## src/rtl/sdram_tc_pkg.sv

```systemverilog
// Shared definitions for the SDRAM traffic checker: FSM encoding, pattern modes and
// per-width LFSR feedback taps.
package sdram_tc_pkg;

   typedef enum logic [2:0] {
      StIdle,
      StWaitInit,
      StWrReq,
      StWrData,
      StRdReq,
      StRdData,
      StFin
   } tc_state_e;

   localparam logic ModeInc  = 1'b0;
   localparam logic ModeLfsr = 1'b1;

   // Feedback tap mask for a right-shifting LFSR: bit 0 plus bit (W-k) for every x^k term.
   // Width 16 is x^16+x^14+x^13+x^11+1, which steps 16'hACE1 to 16'h5670.
   function automatic logic [63:0] lfsr_taps(input int unsigned width);
      logic [63:0] taps;
      case (width)
         4:       taps = 64'h0000_0000_0000_0003;
         8:       taps = 64'h0000_0000_0000_001D;
         16:      taps = 64'h0000_0000_0000_002D;
         24:      taps = 64'h0000_0000_0000_0087;
         32:      taps = 64'h0000_0000_C000_0401;
         default: taps = 64'h0000_0000_0000_002D;
      endcase
      return taps;
   endfunction

endpackage

```

## src/rtl/sdram_pattern_gen.sv

```systemverilog
// Data pattern generator: incrementing word or LFSR sequence, loaded at pass start and
// stepped once per beat.
module sdram_pattern_gen
   import sdram_tc_pkg::*;
#(
   parameter int unsigned DataW    = 16,
   parameter logic [63:0] BaseWord = 64'h0,
   parameter logic [63:0] Seed     = 64'hACE1
) (
   input  logic             clk_i,
   input  logic             rst_ni,
   input  logic             load_i,
   input  logic             mode_i,
   input  logic             advance_i,
   output logic [DataW-1:0] word_o
);

   localparam logic [63:0]      Taps64 = lfsr_taps(DataW);
   localparam logic [DataW-1:0] Taps   = Taps64[DataW-1:0];
   localparam logic [DataW-1:0] SeedW  = Seed[DataW-1:0];
   localparam logic [DataW-1:0] BaseW  = BaseWord[DataW-1:0];

   logic [DataW-1:0] word_q, word_d;
   logic             mode_q, mode_d;

   always_comb begin
      word_d = word_q;
      mode_d = mode_q;
      if (load_i) begin
         mode_d = mode_i;
         word_d = (mode_i == ModeLfsr) ? SeedW : BaseW;
      end else if (advance_i) begin
         if (mode_q == ModeLfsr) begin
            word_d = {^(word_q & Taps), word_q[DataW-1:1]};
         end else begin
            word_d = word_q + DataW'(1);
         end
      end
   end

   always_ff @(posedge clk_i or negedge rst_ni) begin
      if (!rst_ni) begin
         word_q <= '0;
         mode_q <= ModeInc;
      end else begin
         word_q <= word_d;
         mode_q <= mode_d;
      end
   end

   assign word_o = word_q;

endmodule

```

## config.mk

```make
export PLATFORM = sky130hd
export DESIGN_NAME = sdram_pattern_gen
export DESIGN_NICKNAME = d
export VERILOG_FILES = /design/src/rtl/sdram_tc_pkg.sv /design/src/rtl/sdram_pattern_gen.sv
export SDC_FILE = /design/constraint.sdc
export NUM_CORES = 1
export LEC_CHECK = 0
export ABC_AREA = 1
export BUFFER_PORTS_ARGS = -buffer_cell sky130_fd_sc_hd__buf_4
export CAP_MARGIN = 5
export CORE_MARGIN = 4
export CORE_UTILIZATION = 38
export DETAILED_ROUTE_END_ITERATION = 12
export PLACE_DENSITY = 0.61
export SLEW_MARGIN = 15
export SYNTH_ARGS = -nofsm -noshare
export SYNTH_HDL_FRONTEND = slang
export SYNTH_SLANG_ARGS = --single-unit
```

## constraint.sdc

```tcl
create_clock -name clk_i -period 3.1 [get_ports clk_i]
set_clock_uncertainty 0.05 [all_clocks]
set_input_delay 0.31 -clock clk_i [delete_from_list [all_inputs] [get_ports clk_i]]
set_output_delay 0.31 -clock clk_i [all_outputs]
set_load 0.02 [all_outputs]
```

==> run_results.csv <==
group,metric,value,unit
routing,first_pass_iters,4,
logic_synthesis,synthTopCellsByArea,"dfrtp_1, nand2_1, inv_1",
timing,slew_headroom,65.9,%
pwr,power.density,402,nW/um2
setup_path,crit_chain,"inv_1 > o21ai_0 > o221ai_1",
floorplan,die_area,4230,um2
status,outcome,"finished, final reports clean",
pwr,ir_drop,0.238,mV
global_route,track_usage,16.6,%
logic_synthesis,synth_nets,183,
floorplan,core.rowCount,20,
logic_synthesis,synth.most_common_cell,"nand2_1",
cells_and_area,num_antenna_cells,0,
placed_design,dp_cells,235,
setup_path,cp-end-kind,"flop",
cells_and_area,fin_nets,204,
cts,postCtsResizedCells,0,
cells_and_area,instances_no_fill,240,
routing,ant_nets,0,
pwr,design_power_total,583,uW
logic_synthesis,netlist_instances,176,
cts,clk_path_buf_depth,2,
setup_path,path_class,"reg2reg",
placed_design,place_ws,1.49,ns
cells_and_area,layout-drive-gt1-share,20.4,%
setup_path,cp_slowest_cell,"dfrtp_1",
routing,drc_errors,0,
logic_synthesis,synth_common_cells,"nand2_1, inv_1, dfrtp_1",
logic_synthesis,async_reset_ff_share,100,%
floorplan,die_h,65.0,um
placed_design,io_buffers,20,
timing,worstMarginPinSlew,0.511,ns
global_route,antenna_found_initial,0,
floorplan,io_pins,21,
timing,setup_slack,1.47,ns
placed_design,post_dp_cell_area,1410,um2
placed_design,hpwl,2380,um
setup_path,cp_data_required_time,3.24,ns
logic_synthesis,yosys.area.top_type,"dfrtp_1",
routing,drt_iter0_drc,42,
timing,drv_slew,0,
cts,htreeDepth,1,
cts,cts_tree,"done",
logic_synthesis,ys_warn_count,0,
setup_path,critPathMaxStageDelay,0.68,ns
floorplan,coreArea,3080,um2
setup_path,critPathMaxFanout,18,
routing,vias,1203,
logic_synthesis,synth_edf_count,0,
logic_synthesis,synth_cell_types,24,
routing,via_per_inst,5.01,
cts,cts_buffers,3,
global_route,grt_pass1_wl,5440,um
global_route,grt_max_degree,19,
cts,postCtsSetupBuffers,0,
setup_path,cp.arrival,1.77,ns
logic_synthesis,synth-seq-cells,17,
timing,fin_crit,1.63,ns
timing,max_freq,0.614,GHz
cells_and_area,syn_to_final_growth,17.4,%
routing,routedWlPerCell,13.0,um
cts,cts.sinks,17,
pwr,p_leak,0.000694,uW
cts,worstSkewPairLatency,0.31,ns
hold_path,hp-class,"in2reg",
timing,setup_violations,0,
routing,routed_wl,3110,um
placed_design,place.gp.congestion,0.930,
global_route,grt-ovfl-total,0,
cts,cts_root_buf,"clkbuf_4",
logic_synthesis,syn_area,1230,um2
timing,hold_violations,0,
run,cap_violations,0,
cts,postCtsHoldBufs,1,
timing,rsz0062_at_grt,"false",
logic_synthesis,ys_seq_area_share,34.4,%
cells_and_area,post-route-cell-area,1450,um2
setup_path,start_kind,"flop",
timing,fin_crit_sh,52.5,%
logic_synthesis,synth_top_cell_area_share,34.4,%
global_route,grt_pass1_vias,1135,
logic_synthesis,syn_avg_cell_area,7.02,um2
timing,fin_setup_tns,0,ns
floorplan,die_width,65.0,um
floorplan,start_util,40.1,%
cts,clkTransAtPathRegs,0.12,ns
logic_synthesis,synth_ff_type,"dfrtp_1",
==> through the flow <==
| stage | util (%) | hold slack, ns |
|---|---|---|
| final | 47.1 | 0.205 |
| after global routing | 47.1 | 0.211 |
| after CTS | 47.1 | 0.205 |
| after detailed placement | 45.9 | 0.145 |
| after global placement | 45.9 | 0.144 |
| after floorplan | - | -0.0356 |
==> cell type report <==
class / count / area (um2)
Fill cell: 323 / 1630
Clock buffer: 3 / 22.5
Multi-Input combinational cell: 128 / 684
Tap cell: 44 / 55.1
Timing Repair Buffer: 21 / 160
Inverter: 26 / 97.6
Sequential cell: 17 / 425
Clock inverter: 1 / 5.00
==> placed cells by master (no fill, tap or decap), types with 2 or more instances in the layout <==
master | Yosys | layout
nor2_2 | 4 | 4
clkbuf_4 | 0 | 3
a21oi_1 | 16 | 16
nand4_1 | 3 | 3
inv_2 | 3 | 3
buf_4 | 1 | 20
nand2_2 | 4 | 4
xor2_1 | 5 | 5
ha_1 | 2 | 2
o211ai_1 | 4 | 4
nand2_1 | 38 | 38
dfrtp_1 | 17 | 17
inv_1 | 22 | 22
o21ai_1 | 13 | 13
nand3_1 | 15 | 15
o21ai_0 | 5 | 5
nor2_4 | 4 | 4
nor2_1 | 9 | 9
xnor2_1 | 2 | 2
==> critical path, delay by kind of cell, from the launching register on <==
family | cells | cell delay (ns)
buf+inv | 1 | 0.39
flops | 1 | 0.68
compound gates | 2 | 0.37
==> state kept, by name, indices dropped and copies added (netlist names) <==
signal	flops
mode_q	1
word_o	16
==> routing by layer <==
metal,routed length [um],track usage [%],vias to the layer above
met2,1430,26.2,36
met3,144,2.60,4
met1,1500,23.3,548
met4,39,4.75,0
met5,0,0,-
li1,-,-,615
==> path summary, 6_finish.rpt <==
kind                            start  cells after the start         end  slack, ns
setup / recovery               mode_q                      3   word_o[0]       1.47
hold / removal                 load_i                      2      mode_q       0.20
setup reg to reg               mode_q                      3   word_o[0]       1.47
hold reg to reg            word_o[15]                      2  word_o[15]       0.53
max in group asynchronous      rst_ni                      2   word_o[5]       2.47
min in group asynchronous      rst_ni                      2   word_o[8]       0.34
==> power breakdown <==
part / internal, uW / switching (uW)
logic: 66.7 / 100
clock network: 48.3 / 86.3
registers: 242 / 39.3
total: 357 / 226
==> cells by family (layout without fill, tap and decap cells) <==
family          count (synthesis)  in the layout  share of synthesized area (%)
xor+xnor                        7              7                           4.96
buf+inv                        31             51                           10.1
flops                          17             17                           34.4
simple gates                   79             79                           30.9
fa+ha+maj                       2              2                           2.03
compound gates                 40             40                           17.5
Note: power is estimated with default switching activity, not from simulation.
